$ cat src/rtl/led_rate_detector.sv
// LED blink-rate classifier: measures level-run lengths of a synchronized LED input
// and locks to one of four nominal rates once two consecutive runs agree.
module led_rate_detector #(
    parameter int c_max_count_1Hz  = 25,
    parameter int c_max_count_5Hz  = 10,
    parameter int c_max_count_10Hz = 5,
    parameter int c_max_count_20Hz = 2,
    parameter int c_TOL            = 1
) (
    input  logic i_clk,
    input  logic i_rst_n,
    input  logic i_led,
    output logic o_select0,
    output logic o_select1,
    output logic o_valid,
    output logic o_lost,
    output logic o_update
);
    localparam int c_sat   = c_max_count_1Hz + c_TOL + 1;
    localparam int c_cnt_w = $clog2(c_sat + 1);
    localparam logic [c_cnt_w-1:0] c_cnt_sat = c_cnt_w'(c_sat);
    localparam logic [c_cnt_w-1:0] c_cnt_one = c_cnt_w'(1);

    typedef enum logic [1:0] {
        S_IDLE,
        S_FIRST,
        S_CAND,
        S_LOCKED
    } state_t;

    // NOTE: the internal reset asserts asynchronously but releases only after two
    // clock edges, so no flop leaves reset on a partial cycle.
    logic [1:0] rst_sync_q;
    logic       rst_n_int;

    always_ff @(posedge i_clk or negedge i_rst_n) begin
        if (!i_rst_n) begin
            rst_sync_q <= 2'b00;
        end else begin
            rst_sync_q <= {rst_sync_q[0], 1'b1};
        end
    end

    assign rst_n_int = rst_sync_q[1];

    logic               led_meta_q, led_sync_q, led_prev_q;
    logic               led_edge;
    logic [c_cnt_w-1:0] cnt_q, cnt_d;
    logic               run_match;
    logic [1:0]         run_code;

    logic               ev_edge_q, ev_edge_d;
    logic               ev_timeout_q, ev_timeout_d;
    logic               ev_match_q, ev_match_d;
    logic [1:0]         ev_code_q, ev_code_d;

    state_t             state_q, state_d;
    logic [1:0]         cand_q, cand_d;
    logic [1:0]         sel_q, sel_d;
    logic               valid_q, valid_d;
    logic               lost_q, lost_d;
    logic               update_q, update_d;

    assign led_edge = led_sync_q ^ led_prev_q;

    function automatic logic in_range(input logic [c_cnt_w-1:0] len, input int nominal);
        int len_i;
        len_i = int'(len);
        return (len_i >= nominal - c_TOL) && (len_i <= nominal + c_TOL);
    endfunction

    // Fastest rate wins when tolerance windows overlap.
    always_comb begin
        run_match = 1'b1;
        run_code  = 2'b00;
        if (in_range(cnt_q, c_max_count_20Hz)) begin
            run_code = 2'b11;
        end else if (in_range(cnt_q, c_max_count_10Hz)) begin
            run_code = 2'b10;
        end else if (in_range(cnt_q, c_max_count_5Hz)) begin
            run_code = 2'b01;
        end else if (!in_range(cnt_q, c_max_count_1Hz)) begin
            run_match = 1'b0;
        end
    end

    always_comb begin
        cnt_d = cnt_q;
        if (led_edge) begin
            cnt_d = c_cnt_one;
        end else if (cnt_q != c_cnt_sat) begin
            cnt_d = cnt_q + c_cnt_one;
        end
        ev_edge_d    = led_edge;
        ev_timeout_d = (cnt_q == c_cnt_sat) && !led_edge;
        ev_match_d   = led_edge && run_match;
        ev_code_d    = run_code;
    end

    always_comb begin
        state_d = state_q;
        cand_d  = cand_q;
        sel_d   = sel_q;
        valid_d = valid_q;
        lost_d  = lost_q;
        if (ev_edge_q) begin
            lost_d = 1'b0;
            unique case (state_q)
                S_IDLE: state_d = S_FIRST;
                S_FIRST: begin
                    if (ev_match_q) begin
                        state_d = S_CAND;
                        cand_d  = ev_code_q;
                    end
                end
                S_CAND: begin
                    if (!ev_match_q) begin
                        state_d = S_FIRST;
                    end else if (ev_code_q == cand_q) begin
                        state_d = S_LOCKED;
                        sel_d   = ev_code_q;
                        valid_d = 1'b1;
                    end else begin
                        cand_d = ev_code_q;
                    end
                end
                S_LOCKED: begin
                    if (!ev_match_q) begin
                        state_d = S_FIRST;
                        valid_d = 1'b0;
                    end else if (ev_code_q != sel_q) begin
                        state_d = S_CAND;
                        cand_d  = ev_code_q;
                        valid_d = 1'b0;
                    end
                end
            endcase
        end else if (ev_timeout_q && (state_q != S_IDLE)) begin
            state_d = S_IDLE;
            valid_d = 1'b0;
            lost_d  = 1'b1;
        end
        update_d = (valid_d != valid_q) || (lost_d != lost_q) || (sel_d != sel_q);
    end

    always_ff @(posedge i_clk or negedge rst_n_int) begin
        if (!rst_n_int) begin
            led_meta_q   <= 1'b0;
            led_sync_q   <= 1'b0;
            led_prev_q   <= 1'b0;
            cnt_q        <= c_cnt_one;
            ev_edge_q    <= 1'b0;
            ev_timeout_q <= 1'b0;
            ev_match_q   <= 1'b0;
            ev_code_q    <= 2'b00;
            state_q      <= S_IDLE;
            cand_q       <= 2'b00;
            sel_q        <= 2'b00;
            valid_q      <= 1'b0;
            lost_q       <= 1'b1;
            update_q     <= 1'b0;
        end else begin
            led_meta_q   <= i_led;
            led_sync_q   <= led_meta_q;
            led_prev_q   <= led_sync_q;
            cnt_q        <= cnt_d;
            ev_edge_q    <= ev_edge_d;
            ev_timeout_q <= ev_timeout_d;
            ev_match_q   <= ev_match_d;
            ev_code_q    <= ev_code_d;
            state_q      <= state_d;
            cand_q       <= cand_d;
            sel_q        <= sel_d;
            valid_q      <= valid_d;
            lost_q       <= lost_d;
            update_q     <= update_d;
        end
    end

    assign o_select0 = sel_q[0];
    assign o_select1 = sel_q[1];
    assign o_valid   = valid_q;
    assign o_lost    = lost_q;
    assign o_update  = update_q;

endmodule

$ cat config.mk
export PLATFORM = sky130hd
export DESIGN_NAME = led_rate_detector
export DESIGN_NICKNAME = d
export VERILOG_FILES = /design/src/rtl/led_rate_detector.sv
export SDC_FILE = /design/constraint.sdc
export NUM_CORES = 1
export LEC_CHECK = 0
export CORE_ASPECT_RATIO = 0.6
export CORE_MARGIN = 4
export CORE_UTILIZATION = 49
export CTS_CLUSTER_DIAMETER = 60
export DETAILED_ROUTE_END_ITERATION = 10
export PLACE_DENSITY = 0.69
export SLEW_MARGIN = 20
export SYNTH_ARGS = -nofsm -noshare
export SYNTH_HDL_FRONTEND = slang
export SYNTH_SLANG_ARGS = --single-unit
$ cat constraint.sdc
create_clock -name i_clk -period 2.01 [get_ports i_clk]
set_input_delay 0.5025 -clock i_clk [delete_from_list [all_inputs] [get_ports i_clk]]
set_output_delay 0.5025 -clock i_clk [all_outputs]
set_load 0.02 [all_outputs]
==> run_results.csv <==
group,metric,value,unit
yosys,async_reset_ff_share,100.0,%
critical_path,rrSetupSlack,0.36,ns
critical_path,r2r_cells,6,
layout,drive_gt1_share,9.259,%
sta,rsz0062_at_grt,"false",
critical_path,rr_startpoint,"cnt_q[1]",
global_route,grt_pass1_wl,3.470,mm
layout,multiInputGateArea,436.7,sq um
sta,fin_crit,1.932,ns
floorplan,rows,12,
critical_path,critPathBufInv,1,
global_route,track_usage,15.80,%
sta,max_freq,0.5175,GHz
clock_tree,htreeDepth,1,
placed_design,place_area,0.001186,sq mm
critical_path,critPathMaxStageDelay,0.60,ns
yosys,postSynthCellCount,98,
sta,max_slew_margin,59.67,%
route,route.antenna.remaining_nets,0,
flow_run,drv_cap,0,
layout,layout_common_cells,"22 x dfrtp_1, 12 x nor2_1, 7 x inv_1, 7 x xor2_1, 7 x clkdlybuf4s50_1",
yosys,ys_warn_count,0,
sta,setup_viol,0,
route,vias,705,
critical_path,path_delay_family,"buffers and inverters",
placed_design,gp_congestion,0.8055,
global_route,antenna_found_initial,0,
critical_path,crit_type,"reg -> out",
floorplan,dieArea,0.003037,sq mm
floorplan,ioPinCount,8,
critical_path,crit_fanout,4,
sta,hold_viol,0,
floorplan,die_height,44.32,um
floorplan,design.core.area,0.001967,sq mm
clock_tree,cts_buffers,3,
global_route,grt_max_degree,23,
sta,hold_ws,0.2342,ns
clock_tree,ctsHoldBuffers,0,
placed_design,portBuffers,7,
yosys,synth_edf_count,0,
critical_path,rr_endpoint,"ev_match_q",
critical_path,crit_cells,1,
critical_path,worstPathRequired,1.51,ns
clock_tree,clkSinkCount,24,
yosys,synth_nets,104,
global_route,grt_pass1_vias,718,
route,route.detailed.drc,0,
route,drt_wl_total,1.878,mm
yosys,ys_types,35,
layout,areaGrowthSynthToFinish,14.29,%
pwr,leakage,0.5290,nW
yosys,seq_area_frac_synth,55.98,%
clock_tree,worst_skew_pair.late_latency,0.27,ns
layout,register_area,603.1,sq um
route,via_per_inst,5.184,
yosys,avgSynthCellArea,10.99,sq um
layout,insertedDiodeCount,0,
pwr,p_total,1.300,mW
layout,final_common_cell,"dfrtp_1",
clock_tree,clk_pin_slew,0.08,ns
clock_tree,tritoncts,"built",
pwr,p_per_area,1056,mW/mm^2
layout,n_fill_cell,170,
run_status,outcome,"finished clean",
critical_path,path_cells,"clkdlybuf4s50_1",
route,wl_per_cell,13.81,um
critical_path,startpoint,"o_lost",
layout,nets,115,
critical_path,cp-start-kind,"register",
critical_path,slowest_stage,"clkdlybuf4s50_1",
clock_tree,cts_resized,0,
clock_tree,cts_buffer_depth,2,
sta,fin_tns_setup,0,ns
yosys,synth_area,0.001077,sq mm
placed_design,dp_hpwl,1.362,mm
sta,slew_violations,0,
yosys,synth-seq-cells,24,
sta,period_share,96.14,%
global_route,grt_overflow,0,
critical_path,crit_path_end,"o_lost",
sta,fin_skew,0.005595,ns
clock_tree,cts_setup_buffers,0,
yosys,ys.flop_type,"dfrtp_1",
floorplan,die_x,68.53,um
layout,design_area,0.001231,sq mm
critical_path,arrival,1.43,ns
pwr,peakVddDrop,0.5182,mV
floorplan,start_util,54.77,%
route,drt_pass1_iterations,4,
sta,worst_pin_slew,0.6029,ns
clock_tree,cts_root_buffer,"clkbuf_8",
hold_path,hold_path_class,"reg -> async",
route,initialDrtViolationCount,59,
critical_path,end_kind,"output pin",
## Yosys cell counts, types with 2 or more instances
master	n	area (sq um)
a21oi_1	4	20.02
clkbuf_1	3	11.26
dfrtp_1	22	550.5
dfstp_2	2	52.55
ha_1	3	37.54
inv_1	7	26.28
mux2_1	2	22.52
mux2_2	2	22.52
nand2_1	5	18.77
nand2b_1	2	12.51
nand3_1	2	10.01
nor2_1	12	45.04
nor3_1	3	15.01
o21ai_0	2	10.01
xor2_1	7	61.31
## worst min-delay path by stage
stage / startpoint / endpoint / slack, ns / cells past startpoint
2_1_floorplan: i_rst_n / rst_sync_q[0] / 0.21 / 0
3_3_place_gp: rst_sync_q[1] / state_q[1] / 0.22 / 1
3_5_place_dp: rst_sync_q[1] / o_update / 0.24 / 1
4_1_cts: rst_sync_q[1] / o_update / 0.25 / 1
5_1_grt: rst_sync_q[1] / state_q[1] / 0.28 / 1
6_report: rst_sync_q[1] / cnt_q[1] / 0.23 / 1
## routing by layer
layer	wire (um)	GRT usage, %	vias up
met3	95	6.345	2
li1	-	-	356
met1	990	22.76	335
met5	0	0	-
met4	8	2.372	0
met2	783	22.77	12
## power breakdown
group          total, mW  internal [mW]  switching [mW]
clock              0.289          0.142           0.147
sequential         0.671          0.572          0.0988
combinational      0.340          0.149           0.191
## state kept, by name, summed over array words and instances (netlist names), 2 cells and up
name / cells
cand_q: 2
cnt_q: 5
ev_code_q: 2
rst_sync_q: 2
sel_q: 2
state_q: 2
## per-stage QoR
step	util [%]	cells	setup WS (ns)
floorplan	-	98	0.5241
global placement	60.31	132	0.3835
detailed placement	60.31	132	0.3696
CTS	62.60	136	0.07168
global route	62.60	136	0.02379
finish	62.60	136	0.07756
## kinds of logic (layout without fill, tap and decap cells)
kind of cell | after synthesis | in the layout | synth area share [%]
buf+inv | 10 | 20 | 3.485
compound gates | 18 | 18 | 11.73
xor+xnor | 8 | 8 | 6.504
fa+ha+maj | 3 | 3 | 3.485
other cells | 1 | 1 | 0.3481
flops | 24 | 24 | 55.98
simple gates | 29 | 29 | 13.36
mux | 5 | 5 | 5.110
## cell type report
type,count,area share [%]
flip-flops and latches,24,48.98
clock buffers,4,3.659
multi-input cells,64,35.47
well taps,28,2.846
repair buffers,9,6.911
inverters,7,2.134
(Power assumes the default switching activity.)
